==> src/rtl/AXI_define.svh <==
// AXI4 single-master signal widths shared by the CPU bridge slice.
`ifndef AXI_DEFINE_SVH
`define AXI_DEFINE_SVH

`define AXI_ID_BITS    4
`define AXI_ADDR_BITS  32
`define AXI_DATA_BITS  32
`define AXI_STRB_BITS  4
`define AXI_LEN_BITS   4
`define AXI_SIZE_BITS  3
`define AXI_BURST_BITS 2
`define AXI_RESP_BITS  2

`endif

==> src/rtl/axi_master_pkg.sv <==
// Shared state encoding and fixed AXI burst attributes for axi_cpu_master.
`include "AXI_define.svh"

package axi_master_pkg;

    typedef enum logic [2:0] {
        IDLE = 3'd0,
        AR   = 3'd1,
        R    = 3'd2,
        AW   = 3'd3,
        W    = 3'd4,
        B    = 3'd5
    } state_t;

    localparam logic [`AXI_SIZE_BITS-1:0]  SIZE_WORD  = 3'b010;
    localparam logic [`AXI_BURST_BITS-1:0] BURST_INCR = 2'b01;
    localparam logic [`AXI_LEN_BITS-1:0]   LEN_SINGLE = 4'd0;

endpackage

==> src/rtl/axi_cpu_master.sv <==
// CPU-to-AXI4 single-beat bridge: one outstanding read or write at a time.
// Optional MASTER_RESP_ERR_EN reports nonzero RRESP/BRESP on err.
`include "AXI_define.svh"

module axi_cpu_master
    import axi_master_pkg::*;
#(
    parameter logic [`AXI_ID_BITS-1:0] MASTER_ID = 4'd0
) (
    input  logic                       ACLK,
    input  logic                       ARESETn,
    input  logic                       req_valid,
    input  logic                       req_write,
    input  logic [`AXI_ADDR_BITS-1:0]  req_addr,
    input  logic [`AXI_DATA_BITS-1:0]  req_wdata,
    input  logic [`AXI_STRB_BITS-1:0]  req_wstrb,
    output logic                       stall,
    output logic                       done,
    output logic [`AXI_DATA_BITS-1:0]  rdata,
    output logic                       err,
    output logic [`AXI_ID_BITS-1:0]    ARID,
    output logic [`AXI_ADDR_BITS-1:0]  ARADDR,
    output logic [`AXI_LEN_BITS-1:0]   ARLEN,
    output logic [`AXI_SIZE_BITS-1:0]  ARSIZE,
    output logic [`AXI_BURST_BITS-1:0] ARBURST,
    output logic                       ARVALID,
    input  logic                       ARREADY,
    input  logic [`AXI_ID_BITS-1:0]    RID,
    input  logic [`AXI_DATA_BITS-1:0]  RDATA,
    input  logic [`AXI_RESP_BITS-1:0]  RRESP,
    input  logic                       RLAST,
    input  logic                       RVALID,
    output logic                       RREADY,
    output logic [`AXI_ID_BITS-1:0]    AWID,
    output logic [`AXI_ADDR_BITS-1:0]  AWADDR,
    output logic [`AXI_LEN_BITS-1:0]   AWLEN,
    output logic [`AXI_SIZE_BITS-1:0]  AWSIZE,
    output logic [`AXI_BURST_BITS-1:0] AWBURST,
    output logic                       AWVALID,
    input  logic                       AWREADY,
    output logic [`AXI_DATA_BITS-1:0]  WDATA,
    output logic [`AXI_STRB_BITS-1:0]  WSTRB,
    output logic                       WLAST,
    output logic                       WVALID,
    input  logic                       WREADY,
    input  logic [`AXI_ID_BITS-1:0]    BID,
    input  logic [`AXI_RESP_BITS-1:0]  BRESP,
    input  logic                       BVALID,
    output logic                       BREADY
);

    state_t state, state_nxt;

    logic [`AXI_ADDR_BITS-1:0] addr_q;
    logic [`AXI_DATA_BITS-1:0] wdata_q;
    logic [`AXI_STRB_BITS-1:0] wstrb_q;

    logic accept;
    logic r_hs;
    logic b_hs;

    // Single-beat transfers only, so IDs/RLAST carry no sequencing information.
    logic unused_inputs;
    assign unused_inputs = ^{RID, BID, RLAST, RRESP, BRESP};

    assign accept = (state == IDLE) && req_valid;
    assign r_hs   = (state == R) && RVALID;
    assign b_hs   = (state == B) && BVALID;

    always_ff @(posedge ACLK or negedge ARESETn) begin
        if (!ARESETn) state <= IDLE;
        else          state <= state_nxt;
    end

    always_comb begin
        state_nxt = state;
        unique case (state)
            IDLE: if (req_valid) state_nxt = req_write ? AW : AR;
            AR:   if (ARREADY)   state_nxt = R;
            R:    if (RVALID)    state_nxt = IDLE;
            AW:   if (AWREADY)   state_nxt = W;
            W:    if (WREADY)    state_nxt = B;
            B:    if (BVALID)    state_nxt = IDLE;
            default:             state_nxt = IDLE;
        endcase
    end

    // Payload comes only from the capture register, which loads solely in IDLE,
    // so every VALID holds with stable payload until its handshake.
    assign ARVALID = (state == AR);
    assign RREADY  = (state == R);
    assign AWVALID = (state == AW);
    assign WVALID  = (state == W);
    assign BREADY  = (state == B);

    assign ARID    = MASTER_ID;
    assign ARADDR  = addr_q;
    assign ARLEN   = LEN_SINGLE;
    assign ARSIZE  = SIZE_WORD;
    assign ARBURST = BURST_INCR;

    assign AWID    = MASTER_ID;
    assign AWADDR  = addr_q;
    assign AWLEN   = LEN_SINGLE;
    assign AWSIZE  = SIZE_WORD;
    assign AWBURST = BURST_INCR;

    assign WDATA   = wdata_q;
    assign WSTRB   = wstrb_q;
    assign WLAST   = 1'b1;

    assign stall = (state != IDLE) || (req_valid && !done);

    always_ff @(posedge ACLK or negedge ARESETn) begin
        if (!ARESETn) begin
            addr_q  <= '0;
            wdata_q <= '0;
            wstrb_q <= 4'h0;
        end else if (accept) begin
            addr_q  <= req_addr;
            wdata_q <= req_wdata;
            wstrb_q <= req_wstrb;
        end
    end

    always_ff @(posedge ACLK or negedge ARESETn) begin
        if (!ARESETn) begin
            rdata <= '0;
            done  <= 1'b0;
        end else begin
            done <= r_hs || b_hs;
            if (r_hs) rdata <= RDATA;
        end
    end

`ifdef MASTER_RESP_ERR_EN
    // err rises together with done and is held until the next request is taken.
    always_ff @(posedge ACLK or negedge ARESETn) begin
        if (!ARESETn)   err <= 1'b0;
        else if (r_hs)  err <= |RRESP;
        else if (b_hs)  err <= |BRESP;
        else if (accept) err <= 1'b0;
    end
`else
    assign err = 1'b0;
`endif

endmodule

==> config.mk <==
export PLATFORM = sky130hd
export DESIGN_NAME = axi_cpu_master
export DESIGN_NICKNAME = d
export VERILOG_FILES = /design/src/rtl/axi_master_pkg.sv /design/src/rtl/axi_cpu_master.sv
export VERILOG_INCLUDE_DIRS = /design/src /design/src/rtl
export SDC_FILE = /design/constraint.sdc
export NUM_CORES = 1
export LEC_CHECK = 0
export CORE_ASPECT_RATIO = 0.75
export CORE_UTILIZATION = 40
export DETAILED_ROUTE_END_ITERATION = 8
export HOLD_SLACK_MARGIN = 0.12
export PLACE_DENSITY_LB_ADDON = 0.05
export SLEW_MARGIN = 20
export SYNTH_ARGS = -nofsm -noshare
export SYNTH_HDL_FRONTEND = slang
export SYNTH_SLANG_ARGS = --single-unit
==> constraint.sdc <==
create_clock -name ACLK -period 3.5 [get_ports ACLK]
set_input_delay 0.35 -clock ACLK [delete_from_list [all_inputs] [get_ports ACLK]]
set_output_delay 0.35 -clock ACLK [all_outputs]
set_load 0.02 [all_outputs]
Yosys cells after proc, flatten, opt, wreduce, memory -nomap -nowiden
Cells that the tools add are included.
- input port bits: 122
- flip-flop bits (word level): 104
- output and inout port bits: 167
- logic and storage cells: 35
- multiplexer cells: 8
- eq/ne operators: 11
- reductions and logical operators: 10
- operators with widths (operator ; number):
    3-bit two-way mux ; 6
    3-bit one-hot mux with 6 select lines ; 1
    3-bit by 2-bit == test with 1-bit output, second input constant ; 2
    3-bit == test, second input constant ; 2
    2-bit by 1-bit inequality test with 1-bit output, second input constant ; 3
    2-bit inequality test, second input constant ; 3
    6-bit AND reduction ; 1
    1-bit logical AND ; 4
    3-bit by 1-bit == test with 1-bit output, second input constant ; 1
    3-bit zero test ; 1
    3-bit nonzero test ; 1
    1-bit logical OR ; 2
    2-bit two-way mux ; 1
    1-bit zero test ; 1

Logic depth before layout (Yosys ltp)
Gate-level depths: netlist of the first run.
- depth in word-level cells: 3
- gate-level depth with buffers: 7
- mapped depth without buffers: 3

Worst setup path after synthesis of the first run
OpenSTA, ideal clock, no wires.
- path type: reg2reg
- from: reg state[2]
- to: reg addr_q[0], in the netlist ARADDR[0]
- period minus slack after synthesis: 1.605 ns
- slack: 1.895 ns
- path buffers: 4
- library setup time: 0.125 ns
- data required time: 3.375 ns
- data arrival time: 1.480 ns
- cell stages (with the launch flop): 8
- path through: dfrtp_1 buf_2 nor3_2 and2_4 buf_6 buf_8 buf_12 mux2_4
- cells in the longest elaborated chain, start to end: 2
- ends and longest elaborated chain (element ; line ; source):
    from (decl) ; axi_cpu_master.sv:52 ; state_t state, state_nxt;
    from (signal assigned) ; axi_cpu_master.sv:72 ; else state <= state_nxt;
    3-bit zero test ; axi_cpu_master.sv:66 ; assign accept = (state == IDLE) && req_valid;
    1-bit logical AND ; axi_cpu_master.sv:66 ;
    to (signal assigned) ; axi_cpu_master.sv:120 ; addr_q <= req_addr;
    to (decl) ; axi_cpu_master.sv:54 ; logic [`AXI_ADDR_BITS-1:0] addr_q;
Every way passes these cells.
A chain may end at the register's enable or synchronous reset.

Worst setup path after layout of the first run
- from: reg state[1]
- to: out AWVALID
- cells in the longest elaborated chain, start to end: 1
- ends and longest elaborated chain (element ; line ; source):
    3-bit by 2-bit == test with 1-bit output ; axi_cpu_master.sv:92 ; assign AWVALID = (state == AW);
    to (decl) ; axi_cpu_master.sv:39 ; output logic AWVALID,
Every way passes these cells.

==> metrics.md, run 1 <==
| Metric | Value |
|---|---|
| Ratio of cells with drive above 1 in the final layout | 23.0% |
| Synth Warn # | 0 |
| Resize count post-CTS | 0 |
| Area post-placement | 6780 um2 |
| Leakage | 2.98 nW |
| Largest cells by area after synthesis | dfrtp_1 57%, mux2_2 20%, buf_4 10% |
| Min-delay worst type | reg -> reg |
| Standard-cell row count | 33 |
| Number of buffers created by CTS | 9 |
| Filler cells | 860 |
| Syn Inst Count | 308 |
| Slew headroom | 51.0% |
| DRC violation total after the first TritonRoute iteration | 93 |
| Highest clock rate | 448 MHz |
| DIE WIDTH | 126 um |
| Tightest Pin Transition | 0.735 ns |
| Final setup fails | 0 |
| Max clock buf depth | 2 |
| Post-Syn Area | 4600 um2 |
| Count leader, synth | dfrtp_1 |
| Ys async rst share | 100% |
| Crit share post-route | 63.8% |
| Period minus WS final | 2.23 ns |
| GR Util All Layers | 17.7% |
| Reg power frac | 30.5% |
| Crit-path cells | or2b_4, nor2_1, clkdlybuf4s50_1 |
| Syn Area/Cell | 14.9 um2 |
| Seq/Total Area, Yosys | 56.6% |
| P&R area growth vs syn | 54.0% |
| Hold buffers post-CTS | 1 |
| CTS tree | done |
| Setup TNS | 0 ns |
| CP max-delay cell | clkdlybuf4s50_1 |
| Clk_skew | 0.00529 ns |
| Die area | 11900 um2 |
| Global-route wire length before repair | 16.1 mm |
| Startpoint Class | flop |
| Cells after DPL | 651 |
| Post-synth EDFFs | 0 |
| Die Y | 94.8 um |
| Area leader, netlist | dfrtp_1 |
| 1st-pass router iterations | 4 |
| Final Hold Vio Count | 0 |
| Status | finished, final reports clean |
| I/O Pins | 289 |
| PwrDens | 1020 nW/um2 |
| Post-route insts no fill | 665 |
| CTS H-tree depth | 3 |
| DR vias/cell | 4.57 |
| Initial Util | 41.5% |
| Nets | 645 |
| Fin area | 7080 um2 |
| Crit end category | primary output |
| DR WL/cell | 15.7 um |
| Antenna-violating nets left | 0 |
| Critical path fanouts, max | 8 |
| Internal power | 4.59 mW |
| CTS clock-pin slew for the worst setup and hold paths | 0.06 ns |
| Dominant synthesized flop cell | dfrtp_1 |
| Initial antenna violation count | 0 |
| Largest net degree at the start of global routing | 58 |
| Worst slack at placement | 1.25 ns |
| CP required | 3.15 ns |
| Storage element area | 2600 um2 |
| Drt drc | 0 |
| P_sw | 2.64 mW |
| CP max stage delay | 0.62 ns |
| Synth top cells by count | 104 x dfrtp_1, 80 x mux2_2, 64 x buf_4 |
| Yosys reg bits | 104 |
| RSZ-0062 raised after global routing | no |
| # diodes | 0 |
| Final WL | 10.5 mm |
| Root Buffer | clkbuf_16 |
| Setup Fix Bufs, Post-CTS | 0 |
| Max-cap violation count | 0 |
| Total gr overflow | 0 |
| Internal reg-to-reg setup slack | 1.44 ns |
| Final worst slack | 1.27 ns |
| Unique masters post-synth | 26 |
| Core Footprint | 11100 um2 |
| Detail Placement HPWL | 7.89 mm |
| RePlAce Congestion | 0.716 |
| Fin. max-slew vios | 0 |
| Logic pwr share | 56.0% |
| Switch share | 36.5% |
| Clock latency on the worst-skew pair | 0.33 ns |
| CTS sink count | 104 |
| Via count | 3040 |
| Maximum vdd ir drop | 0.463 mV |
| Crit path DAT | 1.88 ns |
| Clock share of power | 13.5% |
| Number of global-route vias before repair | 3122 |
| Multi-input gate area | 1490 um2 |
| CP Class | reg -> out |
| # port buffers | 247 |
| Yosys top cell area share | 56.6% |
metal layers:
layer | part of all wire [%] | vias up | track usage [%]
li1 | - | 1386 | -
met1 | 38 | 1483 | 20.2
met2 | 50 | 156 | 29.2
met3 | 11 | 15 | 8.78
met4 | 1.7 | 0 | 6.12
met5 | 0 | - | 0
path summary, 6_finish.rpt:
check                             end      start  cells past startpoint
setup / recovery              AWVALID   state[1]                      3
min in group asynchronous   rdata[24]    ARESETn                      2
setup reg to reg             WDATA[9]   state[2]                      4
hold reg to reg             rdata[30]  rdata[30]                      1
max in group asynchronous  ARADDR[14]    ARESETn                      3
hold / removal              rdata[30]  rdata[30]                      1
worst max-delay path, delay by kind of cell (launching register included):
| kind | cells | cell delay [ns] |
|---|---|---|
| buffers and inverters | 1 | 0.62 |
| flip-flops | 1 | 0.49 |
| AND/OR/NAND/NOR | 2 | 0.45 |
kinds of logic after synthesis:
kind of cell	after synthesis	share of synthesized area, %
AO/OA/AOI/OAI	7	1.06
buffers and inverters	75	13.0
multiplexers	102	26.6
flip-flops	104	56.6
other	2	0.163
AND/OR/NAND/NOR	18	2.53
cells in the final DEF, fill, tap and decap left out, types with 2 or more instances in the layout:
| master | instances |
|---|---|
| mux2_2 | 80 |
| clkinvlp_4 | 2 |
| buf_4 | 3 |
| or3_1 | 2 |
| nand2_1 | 3 |
| nor2_1 | 5 |
| o21ai_0 | 3 |
| a21o_1 | 2 |
| inv_1 | 2 |
| conb_1 | 28 |
| mux2_4 | 20 |
| clkbuf_16 | 9 |
| clkdlybuf4s50_1 | 246 |
| dfrtp_1 | 104 |
| nand2b_1 | 2 |
metrics by stage:
stage / hold WS (ns) / util [%] / power [mW]
3_3_place_gp: 0.463 / 61.3 / 6.25
4_1_cts: 0.498 / 64.0 / 7.33
2_1_floorplan: 0.0544 / - / 4.68
5_1_grt: 0.520 / 64.0 / 7.63
3_5_place_dp: 0.464 / 61.3 / 6.32
6_report: 0.490 / 64.0 / 7.23
cell type report:
| cell class | instances | share of cell area (%) |
|---|---|---|
| tap | 140 | 2.48 |
| multi-input combinational | 155 | 21.1 |
| inverter | 2 | 0.106 |
| timing repair buffer | 251 | 35.5 |
| clock buffer | 10 | 3.38 |
| sequential | 104 | 36.8 |
| clock inverter | 3 | 0.636 |
power by group through the flow:
stage	Sequential [mW]	Clock, mW	Combinational (mW)
after floorplan	2.92	0	1.76
after global placement	2.20	0	4.04
after detailed placement	2.24	0	4.08
after CTS	2.22	1.02	4.09
after global routing	2.31	1.06	4.26
final	2.21	0.975	4.05
state kept, by name (all words and copies together), names as in the netlist:
register  count
ARADDR       32
WDATA        32
WSTRB         4
done          1
rdata        32
state         3
(Power assumes the default switching activity.)
==> run 2, diff against run 1 <==
--- a/config.mk
+++ b/config.mk
@@ -7,7 +7,7 @@
 export NUM_CORES = 1
 export LEC_CHECK = 0
 export CORE_ASPECT_RATIO = 0.75
-export CORE_UTILIZATION = 40
+export CORE_UTILIZATION = 33
 export DETAILED_ROUTE_END_ITERATION = 8
 export HOLD_SLACK_MARGIN = 0.12
 export PLACE_DENSITY_LB_ADDON = 0.05
==> constraint.sdc (replaced) <==
create_clock -name ACLK -period 1.8 [get_ports ACLK]
set_input_delay 0.18 -clock ACLK [delete_from_list [all_inputs] [get_ports ACLK]]
set_output_delay 0.18 -clock ACLK [all_outputs]
set_load 0.02 [all_outputs]
==> metrics.md, run 2 (synthesized netlist as in run 1, its figures left out) <==
| Metric | Value |
|---|---|
| Clock share of power | 13.7% (+0.2 points) |
| Period minus WS final | 1.69 ns |
| RSZ-0062 raised after global routing | no |
| Final Hold Vio Count | 0 (unchanged) |
| Drt drc | 35 (+35) |
| CP Class | reg -> out |
| Fin. max-slew vios | 0 (unchanged) |
| Number of global-route vias before repair | 3229 (+3.4%) |
| Worst r2r path cells | 4 (unchanged) |
| Number of buffers created by CTS | 9 (unchanged) |
| DR WL/cell | 15.6 um (-1.1%) |
| Status | finished, violations left |
| Filler cells | 1126 (+31%) |
| Commonest non-fill, non-tap cells in the layout | 240 x clkdlybuf4s50_1, 102 x dfrtp_1, 80 x mux2_2, 28 x conb_1, 20 x mux2_4 |
| Standard-cell row count | 36 (+9.1%) |
| Initial Util | 34.6% (-6.9 points) |
| Max-cap violation count | 0 (unchanged) |
| Root Buffer | clkbuf_16 |
| Max clock buf depth | 2 (unchanged) |
| Final setup fails | 0 (unchanged) |
| Critical path fanouts, max | 4 (-4) |
| Highest clock rate | 590 MHz |
| Logic pwr share | 55.9% (about the same) |
| DRC violation total after the first TritonRoute iteration | 131 (+41%) |
| Nets | 651 (+0.93%) |
| Most common cell after layout, fill and taps aside | clkdlybuf4s50_1 |
| Detail Placement HPWL | 8.23 mm (+4.4%) |
| Initial antenna violation count | 0 (unchanged) |
| CTS H-tree depth | 3 (unchanged) |
| Via count | 3030 (-0.33%) |
| Largest net degree at the start of global routing | 47 (-19%) |
| Crit path DAT | 1.51 ns (-0.37 ns) |
| Setup TNS | 0 ns (unchanged) |
| Leakage | 3.06 nW (+2.5%) |
| Die Y | 104 um (+9.9%) |
| Die area | 14400 um2 (+21%) |
| Crit end category | primary output |
| Failing checks | design-rule violations |
| CTS clock-pin slew for the worst setup and hold paths | 0.07 ns (about the same) |
| Clk_skew | 0.00649 ns (+0.00120 ns) |
| Total gr overflow | 0 (unchanged) |
| I/O Pins | 289 (unchanged) |
| 1st-pass router iterations | 6 (+2) |
| Maximum vdd ir drop | 0.786 mV (+70%) |
| Reg power frac | 30.3% (-0.2 points) |
| Hold WS | 0.319 ns (-0.172 ns) |
| CTS sink count | 104 (unchanged) |
| Min-delay worst type | in -> async |
| Global-route wire length before repair | 17.5 mm (+9.2%) |
| Startpoint Class | flop |
| DIE WIDTH | 138 um (+9.9%) |
| PwrDens | 1970 nW/um2 (+93%) |
| P&R area growth vs syn | 57.0% |
| Switch share | 36.8% (+0.22 points) |
| CP required | 1.62 ns (-1.53 ns) |
| Internal power | 9.01 mW (+96%) |
| Core Footprint | 13300 um2 (+20%) |
| Clock latency on the worst-skew pair | 0.34 ns (about the same) |
| Storage element area | 2610 um2 (about the same) |
| RePlAce Congestion | 0.775 (+8.2%) |
| # diodes | 0 (unchanged) |
| Multi-input gate area | 1490 um2 (unchanged) |
| P_sw | 5.23 mW (+98%) |
| Antenna-violating nets left | 0 (unchanged) |
| Crit share post-route | 94.1% |
| # port buffers | 247 (unchanged) |
| Final core occ | 54.3% (-9.7 points) |
| GR Util All Layers | 15.8% (-1.9 points) |
| DR vias/cell | 4.30 (-5.9%) |
| Final WL | 11.0 mm (+4.7%) |
| CTS tree | done |
| Ratio of cells with drive above 1 in the final layout | 24.8% (+1.7 points) |
## run 2: cell count changes in the layout (fill, tap and decap cells not counted), sizes merged
| cell | previous run | this run |
|---|---|---|
| clkinv | 0 | 4 |
| clkinvlp | 2 | 0 |
| clkbuf | 10 | 11 |
| dlygate4sd2 | 0 | 5 |
| buf | 4 | 10 |
| clkdlybuf4s50 | 246 | 240 |
## run 2: per-layer routing
layer	GRT usage, %	vias to the layer above	wire length [um]
met4	5.38	0	159
met5	0	-	0
met3	7.64	14	1210
met2	26.1	159	5370
li1	-	1396	-
met1	17.9	1461	4210
## run 2: final cells by class
class	instances	area share (%)
clock buffers	10	3.31
clock inverters	5	0.798
inverters	2	0.104
multi-input cells	155	20.7
flip-flops and latches	104	36.1
well taps	171	2.97
repair buffers	257	36.0
## run 2: worst max-delay path, cell delays in order (launching register included)
cell	delay (ns)
dfrtp_1	0.44
or2b_4	0.31
nor2_1	0.09
dlygate4sd2_1	0.33
## run 2: path summary, 6_finish.rpt
path / slack [ns] / start / end
max: 0.11 / state[2] / AWVALID
max in group asynchronous: 0.79 / ARESETn / ARADDR[16]
max reg2reg: 0.18 / state[2] / ARADDR[22]
min: 0.32 / ARESETn / ARADDR[1]
min in group ACLK: 0.44 / RDATA[26] / rdata[26]
min reg2reg: 0.50 / rdata[30] / rdata[30]
## run 2: power groups by stage
| stage | Combinational [mW] | Sequential (mW) | Clock, mW |
|---|---|---|---|
| after floorplan | 3.42 | 5.67 | 0 |
| after global placement | 8.04 | 4.28 | 0 |
| after detailed placement | 8.07 | 4.35 | 0 |
| after CTS | 8.05 | 4.35 | 2.04 |
| after global routing | 8.36 | 4.52 | 2.12 |
| final | 7.96 | 4.32 | 1.96 |
## run 2: what timing repair did
item / 4_1_cts / 5_1_grt
endpoints found under the hold margin: 29 / 0
setup buffers: 0 / 0
hold buffers: 1 / 0
gates resized for setup: 8 / 2
setup endpoints to repair: 6 / 1
## run 2: metrics by stage
stage	std cells	total power [mW]	worst slack [ns]	area [um2]
after floorplan	334	9.09	0.195	4690
after global placement	688	12.3	0.0858	6920
after detailed placement	688	12.4	0.0863	6920
after CTS	704	14.4	0.0367	7220
after global routing	704	15.0	0.0137	7210
final	704	14.2	0.105	7210
==> run 3, diff against run 2 <==
--- a/config.mk
+++ b/config.mk
@@ -9,6 +9,7 @@
 export CORE_ASPECT_RATIO = 0.75
 export CORE_UTILIZATION = 33
 export DETAILED_ROUTE_END_ITERATION = 8
+export GPL_TIMING_DRIVEN = 0
 export HOLD_SLACK_MARGIN = 0.12
 export PLACE_DENSITY_LB_ADDON = 0.05
 export SLEW_MARGIN = 20
==> metrics.md, run 3 (synthesized netlist as in run 1, its figures left out) <==
| Metric | Value |
|---|---|
| Status | finished, violations left |
| Failing checks | design-rule violations |
| Via count | 3253 (+7.4%) |
| DR WL/cell | 14.7 um (-5.7%) |
| Crit end category | primary output |
| Logic pwr share | 58.2% (+2.3 points) |
| Post-route insts no fill | 769 (+9.2%) |
| Die area | 14400 um2 (unchanged) |
| Commonest non-fill, non-tap cells in the layout | 240 x clkdlybuf4s50_1, 102 x dfrtp_1, 80 x mux2_2, 64 x buf_4, 28 x conb_1 |
| Clock latency on the worst-skew pair | 0.34 ns (about the same) |
| Crit path DAT | 1.53 ns (+0.02 ns) |
| CP Class | reg -> out |
| Global-route wire length before repair | 17.9 mm (+1.8%) |
| Number of global-route vias before repair | 3332 (+3.2%) |
| Min-delay worst type | in -> async |
| CP max stage delay | 0.48 ns (+0.04 ns) |
| CP required | 1.62 ns (about the same) |
| Antenna-violating nets left | 0 (unchanged) |
| Die Y | 104 um (unchanged) |
| Ratio of cells with drive above 1 in the final layout | 32.8% (+8.0 points) |
| Fin area | 7710 um2 (+6.9%) |
| DRC violation total after the first TritonRoute iteration | 123 (-6.1%) |
| Cells after DPL | 753 (+9.4%) |
| Max clock buf depth | 2 (unchanged) |
| Highest clock rate | 584 MHz (-1.0%) |
| # diodes | 0 (unchanged) |
| Area post-placement | 7410 um2 (+7.1%) |
| Period minus WS final | 1.71 ns (+0.0177 ns) |
| Core Footprint | 13300 um2 (unchanged) |
| Most common cell after layout, fill and taps aside | clkdlybuf4s50_1 |
| Final Hold Vio Count | 0 (unchanged) |
| PwrDens | 1920 nW/um2 (-2.6%) |
| RSZ-0062 raised after global routing | no |
| Switch share | 36.0% (-0.80 points) |
| Number of buffers created by CTS | 9 (unchanged) |
| Final WL | 11.3 mm (+3.0%) |
| Setup TNS | 0 ns (unchanged) |
| CTS H-tree depth | 3 (unchanged) |
| Fin. max-slew vios | 0 (unchanged) |
| Standard-cell row count | 36 (unchanged) |
| Initial Util | 34.6% (unchanged) |
| Detail Placement HPWL | 8.83 mm (+7.3%) |
| Internal power | 9.49 mW (+5.4%) |
| Final core occ | 58.1% (+3.8 points) |
| Total gr overflow | 0 (unchanged) |
| Initial antenna violation count | 0 (unchanged) |
| Largest net degree at the start of global routing | 55 (+17%) |
| I/O Pins | 289 (unchanged) |
| Startpoint Class | flop |
| # port buffers | 247 (unchanged) |
| CTS sink count | 104 (unchanged) |
| Hold WS | 0.356 ns (+0.0374 ns) |
| Root Buffer | clkbuf_16 |
| Drt drc | 36 (+2.9%) |
| P&R area growth vs syn | 67.8% |
| Setup Fix Bufs, Post-CTS | 0 (unchanged) |
| Maximum vdd ir drop | 0.785 mV (about the same) |
| Crit-path cells | or2b_4, nor2_1, clkdlybuf4s15_1 |
| Leakage | 3.37 nW (+10%) |
| Final setup fails | 0 (unchanged) |
| DIE WIDTH | 138 um (unchanged) |
| Crit share post-route | 95.1% (+0.98 points) |
| CP max-delay cell | dfrtp_2 |
| Critical path fanouts, max | 8 (+4) |
| DR vias/cell | 4.23 (-1.7%) |
| 1st-pass router iterations | 6 (unchanged) |
| Max-cap violation count | 0 (unchanged) |
| Nets | 715 (+9.8%) |
| Clock share of power | 12.7% (-1.0 points) |
| P_sw | 5.33 mW (+1.8%) |
| GR Util All Layers | 16.1% (+0.23 points) |
| RePlAce Congestion | 0.714 (-7.8%) |
| CTS clock-pin slew for the worst setup and hold paths | 0.07 ns (about the same) |
| Clk_skew | 0.00559 ns (-0.000899 ns) |
| CTS tree | done |
| Reg power frac | 29.1% (-1.2 points) |
## run 3: cell count changes in the layout (fill, tap and decap cells not counted), moves of 2 or more
| cell | before | now |
|---|---|---|
| clkinv_2 | 2 | 0 |
| buf_12 | 5 | 2 |
| buf_4 | 5 | 64 |
| buf_6 | 0 | 5 |
| clkbuf_8 | 1 | 3 |
## run 3: final timing paths
path | startpoint | end | slack (ns) | depth (start not counted)
min in group ACLK | RDATA[18] | rdata[18] | 0.45 | 2
setup reg to reg | state[2] | ARADDR[8] | 0.11 | 6
max in group asynchronous | ARESETn | rdata[30] | 0.81 | 3
hold / removal | ARESETn | ARADDR[4] | 0.36 | 2
setup / recovery | state[2] | RREADY | 0.09 | 3
hold reg to reg | WDATA[15] | WDATA[15] | 0.51 | 1
## run 3: per-layer routing
metal / part of all wire, % / up-vias / global-route usage [%]
met4: 0.60 / 0 / 3.85
met5: 0 / - / 0
met1: 39 / 1566 / 18.0
li1: - / 1525 / -
met2: 50 / 155 / 27.6
met3: 11 / 7 / 7.50
## run 3: final cells by class
type	instances	area, um2
Inverter	2	7.51
Tap cell	171	214
Buffer	72	586
Multi-Input combinational cell	155	1500
Clock inverter	3	25.0
Clock buffer	13	270
Timing Repair Buffer	249	2510
Fill cell	1087	5570
Sequential cell	104	2610
## run 3: critical path, delay by kind of cell, from the launching register on
family,cells,cell delay [ns]
and+or+nand+nor,2,0.40
buffers and inverters,1,0.31
DFF,1,0.48
## run 3: timing repair
| action | 4_1_cts | 5_1_grt |
|---|---|---|
| gates resized for setup | 9 | 3 |
| hold endpoints to repair | 50 | 0 |
| endpoints found under the setup margin | 6 | 25 |
| hold buffers | 1 | 0 |
## run 3: power groups by stage
stage / logic, mW / registers (mW) / clock network [mW]
3_5_place_dp: 8.76 / 4.32 / 0
2_1_floorplan: 3.42 / 5.67 / 0
3_3_place_gp: 8.70 / 4.27 / 0
5_1_grt: 9.07 / 4.50 / 2.07
4_1_cts: 8.76 / 4.30 / 1.97
6_report: 8.63 / 4.31 / 1.89
## run 3: stage by stage
step                total power, mW  setup WS (ns)
global placement               13.0          -3.57
finish                         14.8         0.0877
CTS                            15.0        0.00936
global route                   15.6         0.0279
detailed placement             13.1         0.0218
floorplan                      9.09          0.195
